--- src/rtl/cy7c67200_hpi_sequencer_pkg.sv ---
// rtl/cy7c67200_hpi_sequencer_pkg.sv - shared types and constants for the CY7C67200 HPI sequencer
// Contents: FSM state enum, HPI register address constants, phase counter width and load helper.
package cy7c_hpi_pkg;

    typedef enum logic [2:0] {
        ST_RST_HOLD = 3'd0,
        ST_IDLE     = 3'd1,
        ST_SETUP    = 3'd2,
        ST_STROBE   = 3'd3,
        ST_HOLD     = 3'd4
    } hpi_state_t;

    localparam logic [1:0] HPI_REG_DATA    = 2'd0;
    localparam logic [1:0] HPI_REG_MAILBOX = 2'd1;
    localparam logic [1:0] HPI_REG_ADDRESS = 2'd2;
    localparam logic [1:0] HPI_REG_STATUS  = 2'd3;

    localparam int CNT_W = 16;

    // A phase of n cycles is timed by loading n-1 and leaving when the count reaches 0.
    function automatic logic [CNT_W-1:0] cyc_load(input int n);
        return CNT_W'(n - 1);
    endfunction

endpackage

--- src/rtl/cy7c67200_hpi_sequencer_if.sv ---
// rtl/cy7c67200_hpi_sequencer_if.sv - HPI pin bundle between the sequencer and the EZ-OTG chip
// Signals: hpi_addr, hpi_data_out, hpi_data_oe, hpi_data_in, hpi_cs_n, hpi_rd_n, hpi_wr_n,
//          hpi_rst_n, hpi_int. master = sequencer side, slave = chip/pad side.
interface cy7c67200_hpi_sequencer_if;
    logic [1:0]  hpi_addr;
    logic [15:0] hpi_data_out;
    logic        hpi_data_oe;
    logic [15:0] hpi_data_in;
    logic        hpi_cs_n;
    logic        hpi_rd_n;
    logic        hpi_wr_n;
    logic        hpi_rst_n;
    logic        hpi_int;

    modport master (
        output hpi_addr, hpi_data_out, hpi_data_oe, hpi_cs_n, hpi_rd_n, hpi_wr_n, hpi_rst_n,
        input  hpi_data_in, hpi_int
    );

    modport slave (
        input  hpi_addr, hpi_data_out, hpi_data_oe, hpi_cs_n, hpi_rd_n, hpi_wr_n, hpi_rst_n,
        output hpi_data_in, hpi_int
    );
endinterface

--- src/rtl/cy7c67200_hpi_sequencer_arb.sv ---
// rtl/cy7c67200_hpi_sequencer_arb.sv - two-way round-robin arbiter for the HPI sequencer
// Ports: clk, reset (sync, active-high), valid0/valid1 requests, accept (grant taken this cycle),
//        gnt_any (some request pending), gnt_sel (0 = requester 0, 1 = requester 1).
module hpi_rr_arbiter (
    input  logic clk,
    input  logic reset,
    input  logic valid0,
    input  logic valid1,
    input  logic accept,
    output logic gnt_any,
    output logic gnt_sel
);
    logic last_grant;

    assign gnt_any = valid0 | valid1;
    // On a tie the requester that did not win last time goes next.
    assign gnt_sel = (valid0 && valid1) ? ~last_grant : valid1;

    always_ff @(posedge clk) begin
        if (reset) begin
            last_grant <= 1'b1;
        end else if (accept) begin
            last_grant <= gnt_sel;
        end
    end
endmodule

--- src/rtl/cy7c67200_hpi_sequencer.sv ---
// rtl/cy7c67200_hpi_sequencer.sv - CY7C67200 HPI bus cycle sequencer with two arbitrated requesters
// Ports: clk, reset (sync, active-high), soft_reset pulse; per requester N: reqN_valid/write/addr/
//        wdata in, reqN_ready/rvalid out; rdata, busy, int_pulse out; hpi = HPI pin bundle (master).
import cy7c_hpi_pkg::*;

module cy7c67200_hpi_sequencer #(
    parameter int SETUP_CYC  = 1,
    parameter int STROBE_CYC = 4,
    parameter int HOLD_CYC   = 1,
    parameter int RST_CYC    = 16
) (
    input  logic        clk,
    input  logic        reset,
    input  logic        soft_reset,
    input  logic        req0_valid,
    input  logic        req0_write,
    input  logic [1:0]  req0_addr,
    input  logic [15:0] req0_wdata,
    output logic        req0_ready,
    output logic        req0_rvalid,
    input  logic        req1_valid,
    input  logic        req1_write,
    input  logic [1:0]  req1_addr,
    input  logic [15:0] req1_wdata,
    output logic        req1_ready,
    output logic        req1_rvalid,
    output logic [15:0] rdata,
    output logic        busy,
    output logic        int_pulse,
    cy7c67200_hpi_sequencer_if.master hpi
);
    hpi_state_t       state, state_nxt;
    logic [CNT_W-1:0] cnt, cnt_nxt;

    logic        gnt_any, gnt_sel, accept;
    logic        wr_l, sel_l;
    logic [1:0]  addr_l;
    logic [15:0] wdata_l, rdata_q;
    logic        int_s1, int_s2, int_s3, int_q;
    logic        in_access, first_hold_rd;

    hpi_rr_arbiter u_arb (
        .clk     (clk),
        .reset   (reset),
        .valid0  (req0_valid),
        .valid1  (req1_valid),
        .accept  (accept),
        .gnt_any (gnt_any),
        .gnt_sel (gnt_sel)
    );

    // A grant is only taken from IDLE and never in a cycle that is being reset or aborted.
    assign accept = (state == ST_IDLE) && gnt_any && !soft_reset && !reset;

    // State register. The counter is preloaded on reset so the power-on RST_N pulse
    // has the same length as one started by soft_reset.
    always_ff @(posedge clk) begin
        if (reset) begin
            state <= ST_RST_HOLD;
            cnt   <= cyc_load(RST_CYC);
        end else begin
            state <= state_nxt;
            cnt   <= cnt_nxt;
        end
    end

    // Next-state logic
    always_comb begin
        state_nxt = state;
        cnt_nxt   = (cnt == '0) ? '0 : cnt - 1'b1;
        case (state)
            ST_RST_HOLD: begin
                if (cnt == '0) state_nxt = ST_IDLE;
            end
            ST_IDLE: begin
                cnt_nxt = '0;
                if (accept) begin
                    state_nxt = ST_SETUP;
                    cnt_nxt   = cyc_load(SETUP_CYC);
                end
            end
            ST_SETUP: begin
                if (cnt == '0) begin
                    state_nxt = ST_STROBE;
                    cnt_nxt   = cyc_load(STROBE_CYC);
                end
            end
            ST_STROBE: begin
                if (cnt == '0) begin
                    state_nxt = ST_HOLD;
                    cnt_nxt   = cyc_load(HOLD_CYC);
                end
            end
            ST_HOLD: begin
                if (cnt == '0) state_nxt = ST_IDLE;
            end
            default: begin
                state_nxt = ST_RST_HOLD;
                cnt_nxt   = cyc_load(RST_CYC);
            end
        endcase
        if (soft_reset) begin
            state_nxt = ST_RST_HOLD;
            cnt_nxt   = cyc_load(RST_CYC);
        end
    end

    // Output decode
    always_comb begin
        in_access        = (state == ST_SETUP) || (state == ST_STROBE) || (state == ST_HOLD);
        first_hold_rd    = (state == ST_HOLD) && (cnt == cyc_load(HOLD_CYC)) && !wr_l && !soft_reset;
        hpi.hpi_cs_n     = !in_access;
        hpi.hpi_rd_n     = !((state == ST_STROBE) && !wr_l);
        hpi.hpi_wr_n     = !((state == ST_STROBE) && wr_l);
        hpi.hpi_data_oe  = in_access && wr_l;
        hpi.hpi_rst_n    = (state != ST_RST_HOLD);
        hpi.hpi_addr     = addr_l;
        hpi.hpi_data_out = wdata_l;
        busy             = (state != ST_IDLE);
        req0_ready       = accept && !gnt_sel;
        req1_ready       = accept && gnt_sel;
        req0_rvalid      = first_hold_rd && !sel_l;
        req1_rvalid      = first_hold_rd && sel_l;
        rdata            = rdata_q;
        int_pulse        = int_q && (state != ST_RST_HOLD);
    end

    // Request capture, read data sampling and INT synchroniser
    always_ff @(posedge clk) begin
        if (reset) begin
            wr_l    <= 1'b0;
            sel_l   <= 1'b0;
            addr_l  <= 2'd0;
            wdata_l <= 16'h0000;
            rdata_q <= 16'h0000;
            int_s1  <= 1'b0;
            int_s2  <= 1'b0;
            int_s3  <= 1'b0;
            int_q   <= 1'b0;
        end else begin
            if (accept) begin
                sel_l   <= gnt_sel;
                wr_l    <= gnt_sel ? req1_write : req0_write;
                addr_l  <= gnt_sel ? req1_addr  : req0_addr;
                wdata_l <= gnt_sel ? req1_wdata : req0_wdata;
            end
            // Sample on the last strobe cycle so the chip has had the full strobe to drive DATA.
            if ((state == ST_STROBE) && (cnt == '0) && !wr_l && !soft_reset) begin
                rdata_q <= hpi.hpi_data_in;
            end
            int_s1 <= hpi.hpi_int;
            int_s2 <= int_s1;
            int_s3 <= int_s2;
            int_q  <= int_s2 & ~int_s3;
        end
    end
endmodule

--- src/flat_wrapper.sv ---
// flat-port wrapper written by rule: the top's interface ports become plain ports
module cy7c67200_hpi_sequencer_flat 
#(
    parameter int SETUP_CYC  = 1,
    parameter int STROBE_CYC = 4,
    parameter int HOLD_CYC   = 1,
    parameter int RST_CYC    = 16
)
  (clk, reset, soft_reset, req0_valid, req0_write, req0_addr, req0_wdata, req0_ready, req0_rvalid, req1_valid, req1_write, req1_addr, req1_wdata, req1_ready, req1_rvalid, rdata, busy, int_pulse, hpi_hpi_addr, hpi_hpi_data_out, hpi_hpi_data_oe, hpi_hpi_cs_n, hpi_hpi_rd_n, hpi_hpi_wr_n, hpi_hpi_rst_n, hpi_hpi_data_in, hpi_hpi_int);
  cy7c67200_hpi_sequencer_if hpi_i ();
  input  logic clk;
  input  logic reset;
  input  logic soft_reset;
  input  logic req0_valid;
  input  logic req0_write;
  input  logic [1:0] req0_addr;
  input  logic [15:0] req0_wdata;
  output logic req0_ready;
  output logic req0_rvalid;
  input  logic req1_valid;
  input  logic req1_write;
  input  logic [1:0] req1_addr;
  input  logic [15:0] req1_wdata;
  output logic req1_ready;
  output logic req1_rvalid;
  output logic [15:0] rdata;
  output logic busy;
  output logic int_pulse;
  output wire logic [$bits(hpi_i.hpi_addr)-1:0] hpi_hpi_addr;
  output wire logic [$bits(hpi_i.hpi_data_out)-1:0] hpi_hpi_data_out;
  output wire logic [$bits(hpi_i.hpi_data_oe)-1:0] hpi_hpi_data_oe;
  output wire logic [$bits(hpi_i.hpi_cs_n)-1:0] hpi_hpi_cs_n;
  output wire logic [$bits(hpi_i.hpi_rd_n)-1:0] hpi_hpi_rd_n;
  output wire logic [$bits(hpi_i.hpi_wr_n)-1:0] hpi_hpi_wr_n;
  output wire logic [$bits(hpi_i.hpi_rst_n)-1:0] hpi_hpi_rst_n;
  input wire logic [$bits(hpi_i.hpi_data_in)-1:0] hpi_hpi_data_in;
  input wire logic [$bits(hpi_i.hpi_int)-1:0] hpi_hpi_int;
  assign hpi_hpi_addr = hpi_i.hpi_addr;
  assign hpi_hpi_data_out = hpi_i.hpi_data_out;
  assign hpi_hpi_data_oe = hpi_i.hpi_data_oe;
  assign hpi_hpi_cs_n = hpi_i.hpi_cs_n;
  assign hpi_hpi_rd_n = hpi_i.hpi_rd_n;
  assign hpi_hpi_wr_n = hpi_i.hpi_wr_n;
  assign hpi_hpi_rst_n = hpi_i.hpi_rst_n;
  assign hpi_i.hpi_data_in = hpi_hpi_data_in;
  assign hpi_i.hpi_int = hpi_hpi_int;
  cy7c67200_hpi_sequencer #(.SETUP_CYC(SETUP_CYC), .STROBE_CYC(STROBE_CYC), .HOLD_CYC(HOLD_CYC), .RST_CYC(RST_CYC)) u_core (.clk(clk), .reset(reset), .soft_reset(soft_reset), .req0_valid(req0_valid), .req0_write(req0_write), .req0_addr(req0_addr), .req0_wdata(req0_wdata), .req0_ready(req0_ready), .req0_rvalid(req0_rvalid), .req1_valid(req1_valid), .req1_write(req1_write), .req1_addr(req1_addr), .req1_wdata(req1_wdata), .req1_ready(req1_ready), .req1_rvalid(req1_rvalid), .rdata(rdata), .busy(busy), .int_pulse(int_pulse), .hpi(hpi_i));
endmodule
--- config.mk ---
export PLATFORM = sky130hd
export DESIGN_NAME = cy7c67200_hpi_sequencer_flat
export DESIGN_NICKNAME = d
export VERILOG_FILES = /design/src/rtl/cy7c67200_hpi_sequencer_pkg.sv /design/src/rtl/cy7c67200_hpi_sequencer_if.sv /design/src/rtl/cy7c67200_hpi_sequencer_arb.sv /design/src/rtl/cy7c67200_hpi_sequencer.sv /design/src/flat_wrapper.sv
export SDC_FILE = /design/constraint.sdc
export NUM_CORES = 1
export LEC_CHECK = 0
export CORE_MARGIN = 3
export CORE_UTILIZATION = 48
export DETAILED_ROUTE_END_ITERATION = 10
export HOLD_SLACK_MARGIN = 0.1
export PLACE_DENSITY = 0.91
export SLEW_MARGIN = 20
export SYNTH_ARGS = -nofsm -noshare
export SYNTH_HDL_FRONTEND = slang
export SYNTH_SLANG_ARGS = --single-unit
--- constraint.sdc ---
create_clock -name clk -period 2.5 [get_ports clk]
set_input_delay 0.25 -clock clk [delete_from_list [all_inputs] [get_ports clk]]
set_output_delay 0.25 -clock clk [all_outputs]
set_load 0.02 [all_outputs]
==> flow_summary.ini, run 1 <==
[power_and_ir_drop]
p_per_area_nw_per_um2 = 476
peakVddDrop_mv = 0.352
power_mw = 1.97
leakagePower_nw = 1.47

[yosys]
ys_types = 45
seq_area_frac_synth = 0.418
synth_compound_area_frac = 0.172
synth_top_family_by_area = simple AND/OR/NAND/NOR gates
syn_nets = 370
synth_mux_area_frac = 0.0771
syn_inst = 309
ys_ff_latch = 60
syn_area_per_cell_um2 = 9.29
synth_fa_ha_area_frac = 0.00436
synth_xor_area_frac = 0.0275
syn-cell-area_um2 = 2870
synth_simple_gate_area_share = 0.240
ys.warnings.count = 0

[floorplanning]
rows = 27
core_um2 = 5640
chipHeight_um = 83.3
die_w_um = 83.3
dieArea_um2 = 6950
num_io_pins = 105
start_util = 0.509

[critical_path]
crit_chain = inv_1 -> ha_1 -> nor4b_4 -> nand4_2 -> or4_4 -> nor2_1 -> clkdlybuf4s15_2
endpoint_kind = output pin
crit_slowest_cell = or4_4
r2r_start = u_core.cnt[0]
path_class = flip-flop to output pin
cp_slowest_stage_delay_ns = 0.46
cp_data_required_time_ns = 2.25
reg2reg_depth = 8
reg2reg_slack_ns = 0.51
worst_r2r_endpoint = u_core.rdata[6]
cp_max_fo = 3
cp_data_arrival_time_ns = 2.13
worst_setup_path_start_kind = flip-flop

[clocking]
path_clk_slew_ns = 0.06
cts_tree = done
post-cts-setup-buffers = 0
cts-root-buf = clkbuf_8
hold_buffers = 0
cts_buffers = 9
clock_latency_ns = 0.34
cts.path.max_buffers = 2
clkSinkCount = 60
cts_max_level = 3

[layout]
seq_area_um2 = 1200
final_cell_mix = 100 x clkdlybuf4s50_1, 59 x dfxtp_1, 38 x nor2_1
layout-drive-gt1-share = 0.129
multi_input_area_um2 = 1510
n_antenna_cell = 0
instances_no_fill = 490
final_core_util = 0.735
design_area_um2 = 4140
final_common_cell = clkdlybuf4s50_1
fin_nets = 474
fillers = 380
area_growth_pct = 44.3

[worst_hold_path]
hold_path_depth = 1
hold_class = flip-flop to flip-flop
holdPathEnd = u_core.int_q
holdCritStartpoint = u_core.int_s3

[timing]
clock_skew_ns = 0.0138
fin_setup_tns_ns = 0
postLayoutSetupSlackWorst_ns = 0.116
holdWs_ns = 0.386
fin_crit_sh = 0.954
tightest_slew_ns = 0.963
slew_headroom = 0.355
rsz0062_at_grt = false
setup_viol = 0
drv_slew = 0
fin_crit_ns = 2.38
max_freq_mhz = 419
hold_violations = 0

[route]
wirelength_um = 7680
drc = 0
drt_iter0_markers = 145
wl_per_cell_um = 15.7
drt-pass1-iter-count = 4
vias = 2734
via_per_inst = 5.58
postRouteAntennaNets = 0

[global_routing]
grt_max_degree = 42
antenna_found_initial = 0
grt_pass1_vias = 2647
gr-usage-all-layers = 0.219
overflow = 0
grt_pass1_wl_um = 12500

[status]
status = finished clean

[placed_design]
portBuffers = 104
post-place-ws_ns = 0.116
dp_cells = 474
gp_congestion = 0.850
place_area_um2 = 3940
dpl.hpwl_um = 5460

[run]
drv_cap = 0
[registers in the layout (all words and copies together) (netlist names)]
register and count:
u_core.rdata 16, u_core.int_s2 1, u_core.cnt 16, u_core.hpi.hpi_addr 2, u_core.int_s1 1, u_core.wr_l 1
u_core.u_arb.last_grant 1, u_core.sel_l 1, u_core.state 3, u_core.int_s3 1, u_core.hpi.hpi_data_out 16, u_core.int_q 1
[worst max path at each step]
stage                        from           to  slack (ns)  cells after the start
floorplan           u_core.cnt[0]  req0_rvalid        0.51                      6
global placement    u_core.cnt[0]  req0_rvalid        0.16                      7
detailed placement  u_core.cnt[0]  req0_rvalid        0.12                      7
CTS                 u_core.cnt[0]  req1_rvalid       0.002                      7
global route        u_core.cnt[0]  req0_rvalid        0.02                      7
finish              u_core.cnt[0]  req0_rvalid        0.12                      7
[cell type report]
| type | count | area share |
|---|---|---|
| inverters | 8 | 0.00725 |
| well taps | 72 | 0.0217 |
| clock inverters | 6 | 0.0154 |
| clock buffers | 10 | 0.0308 |
| multi-input cells | 219 | 0.365 |
| flip-flops and latches | 60 | 0.290 |
| repair buffers | 115 | 0.270 |
[metal layers]
metal | share of wire | wire, µm | track usage
met2 | 0.50 | 3850 | 0.367
met1 | 0.40 | 3040 | 0.257
met4 | 0.010 | 78 | 0.0669
met5 | 0 | 0 | 0
met3 | 0.092 | 707 | 0.0853
[synthesized netlist by cell type]
cell type,number,area share
o31ai_1,2,0.0052
buf_4,3,0.0078
or4_1,1,0.0026
a21oi_1,24,0.042
xnor2_1,4,0.012
nand3_1,4,0.0070
mux2i_1,21,0.073
xor2_1,5,0.015
a21boi_1,1,0.0026
or2_1,1,0.0022
or3_1,9,0.020
nor4_1,2,0.0044
o41ai_1,1,0.0031
dfxtp_1,60,0.42
and3_1,2,0.0044
nand2_1,5,0.0065
or2_2,2,0.0044
o221ai_1,2,0.0061
clkbuf_1,9,0.012
and2_1,2,0.0044
a211oi_1,12,0.031
o21ai_0,22,0.038
nor3_2,1,0.0035
inv_2,1,0.0013
o211ai_1,1,0.0026
nor4b_2,1,0.0052
nor3_4,3,0.017
nor2b_1,9,0.020
ha_1,1,0.0044
nor4_4,3,0.022
a2bb2oi_1,1,0.0031
nand4b_1,1,0.0031
buf_6,6,0.024
inv_1,7,0.0092
nand4_2,1,0.0044
buf_2,4,0.0070
nor2_1,38,0.050
mux2_2,1,0.0039
nand3b_1,2,0.0052
a211oi_2,8,0.035
nor3_1,3,0.0052
o311ai_0,1,0.0031
or3_4,1,0.0039
nand4_1,19,0.041
nand2b_1,2,0.0044
[report_power, final]
group | internal [mW] | switching [mW]
clock network | 0.460 | 0.388
registers | 0.959 | 0.00149
logic | 0.104 | 0.0573
[cells by family after synthesis]
kind of cell,after synthesis
AND/OR/NAND/NOR,112
AO/OA/AOI/OAI,75
flip-flops,60
buffers and inverters,30
multiplexers,22
XOR/XNOR,9
adder cells (fa/ha/maj),1
[repair_timing]
item,4_1_cts,5_1_grt
cloned,0,0
gates resized for setup,6,4
endpoints found under the setup margin,3,3
[critical path, delay by kind of cell (launching register included)]
family	cells	cell delay [ns]
fa+ha+maj	1	0.18
buf+inv	2	0.36
flops	1	0.32
simple gates	4	0.95
Note: power is estimated with default switching activity, not from simulation.
==> run 2: changes to the inputs <==
GPL_ROUTABILITY_DRIVEN = 0   (was default)
==> results of run 2 <==
No change in the layout: final DEF, timing and power equal those of run 1.
==> run 3: changes to the inputs <==
CORE_UTILIZATION = 45   (was 48)
PLACE_DENSITY = 0.87   (was 0.91)
clock period = 2.3 ns   (was 2.5 ns; I/O delays follow)
==> flow_summary.ini, run 3 (synthesis results as in run 1) <==
[status]
status = finished clean

[layout]
final_common_cell = clkdlybuf4s50_1
final_core_util = 0.703
fin_nets = 488
n_antenna_cell = 0
design_area_um2 = 4260
final_cell_mix = 98 x clkdlybuf4s50_1, 58 x dfxtp_1, 38 x nor2_1
area_growth_pct = 48.3
layout-drive-gt1-share = 0.162

[run]
drv_cap = 0

[timing]
clock_skew_ns = 0.00861
slew_headroom = 0.359
tightest_slew_ns = 0.958
drv_slew = 0
setup_viol = 0
rsz0062_at_grt = true
hold_violations = 0
fin_crit_ns = 2.21
max_freq_mhz = 452
fin_crit_sh = 0.961

[power_and_ir_drop]
p_per_area_nw_per_um2 = 502
peakVddDrop_mv = 0.305
power_mw = 2.14
leakagePower_nw = 1.55

[clocking]
clock_latency_ns = 0.33
cts.path.max_buffers = 2
post-cts-setup-buffers = 0
cts_max_level = 3
cts_buffers = 9
cts_tree = done
path_clk_slew_ns = 0.07
cts-root-buf = clkbuf_8
clkSinkCount = 60

[critical_path]
cp_data_arrival_time_ns = 1.98
crit_chain = inv_2 -> ha_2 -> nor4b_4 -> nand4_2 -> or4_4 -> nor2_1 -> buf_4
endpoint_kind = output pin
path_class = flip-flop to output pin
cp_slowest_stage_delay_ns = 0.46
worst_setup_path_start_kind = flip-flop
crit_slowest_cell = or4_4
cp_max_fo = 3
cp_data_required_time_ns = 2.07

[global_routing]
grt_max_degree = 42
grt_pass1_wl_um = 12600
antenna_found_initial = 0
overflow = 0
grt_pass1_vias = 2726
gr-usage-all-layers = 0.216

[placed_design]
place_area_um2 = 4060
portBuffers = 104
dpl.hpwl_um = 5750

[floorplanning]
core_um2 = 6060
rows = 28
die_w_um = 85.9
start_util = 0.474
chipHeight_um = 85.9
dieArea_um2 = 7380
num_io_pins = 105

[route]
vias = 2752
drc = 0
postRouteAntennaNets = 0
wl_per_cell_um = 15.5
via_per_inst = 5.43
drt-pass1-iter-count = 4
wirelength_um = 7850
drt_iter0_markers = 97

[worst_hold_path]
hold_class = flip-flop to flip-flop
==> run 3: area by class of cell <==
class,instances,area (µm²)
clock inverter,5,52.6
multi-input combinational,219,1520
clock buffer,11,131
sequential,60,1200
timing repair buffer,129,1230
fill,456,1800
inverter,8,30.0
tap,75,93.8
==> run 3: report_power, final <==
| part | switching, mW | leakage [nW] | internal [mW] |
|---|---|---|---|
| clock network | 0.416 | 0.0931 | 0.496 |
| logic | 0.0626 | 0.974 | 0.117 |
| registers | 0.00178 | 0.485 | 1.04 |
| total | 0.481 | 1.55 | 1.65 |
==> run 3: path summary, 6_finish.rpt <==
check | startpoint | end | cells past startpoint | slack (ns)
hold / removal | u_core.int_s3 | u_core.int_q | 1 | 0.39
hold reg to reg | u_core.int_s3 | u_core.int_q | 1 | 0.39
setup / recovery | u_core.cnt[0] | req0_rvalid | 7 | 0.09
setup reg to reg | u_core.cnt[0] | u_core.rdata[2] | 8 | 0.25
==> run 3: per-layer routing <==
| metal | vias up | track usage | part of all wire |
|---|---|---|---|
| li1 | 1362 | - | - |
| met1 | 1250 | 0.246 | 0.40 |
| met2 | 121 | 0.355 | 0.49 |
| met3 | 19 | 0.0788 | 0.095 |
| met4 | 0 | 0.106 | 0.022 |
| met5 | - | 0 | 0 |
==> run 3: worst max-delay path: cells and delay by family (launching register included) <==
| kind | cells | cell delay, ns |
|---|---|---|
| buf+inv | 2 | 0.21 |
| fa+ha+maj | 1 | 0.18 |
| simple gates | 4 | 0.94 |
| flops | 1 | 0.33 |
==> run 3: what timing repair did <==
| action | 4_1_cts | 5_1_grt |
|---|---|---|
| endpoints found under the setup margin | 4 | 4 |
| pin swaps | 0 | 1 |
| resized for setup | 13 | 6 |
| hold buffers | 0 | 0 |
==> run 3: stage by stage <==
stage | worst slack, ns | hold WS, ns | cells | setup TNS (ns)
after floorplan | 0.335 | 0.309 | 309 | 0
after global placement | -0.0146 | 0.373 | 491 | -0.0146
after detailed placement | -0.131 | 0.381 | 491 | -0.248
after CTS | 0.0129 | 0.390 | 507 | 0
after global routing | -0.00388 | 0.401 | 507 | -0.00456
final | 0.0886 | 0.387 | 507 | 0
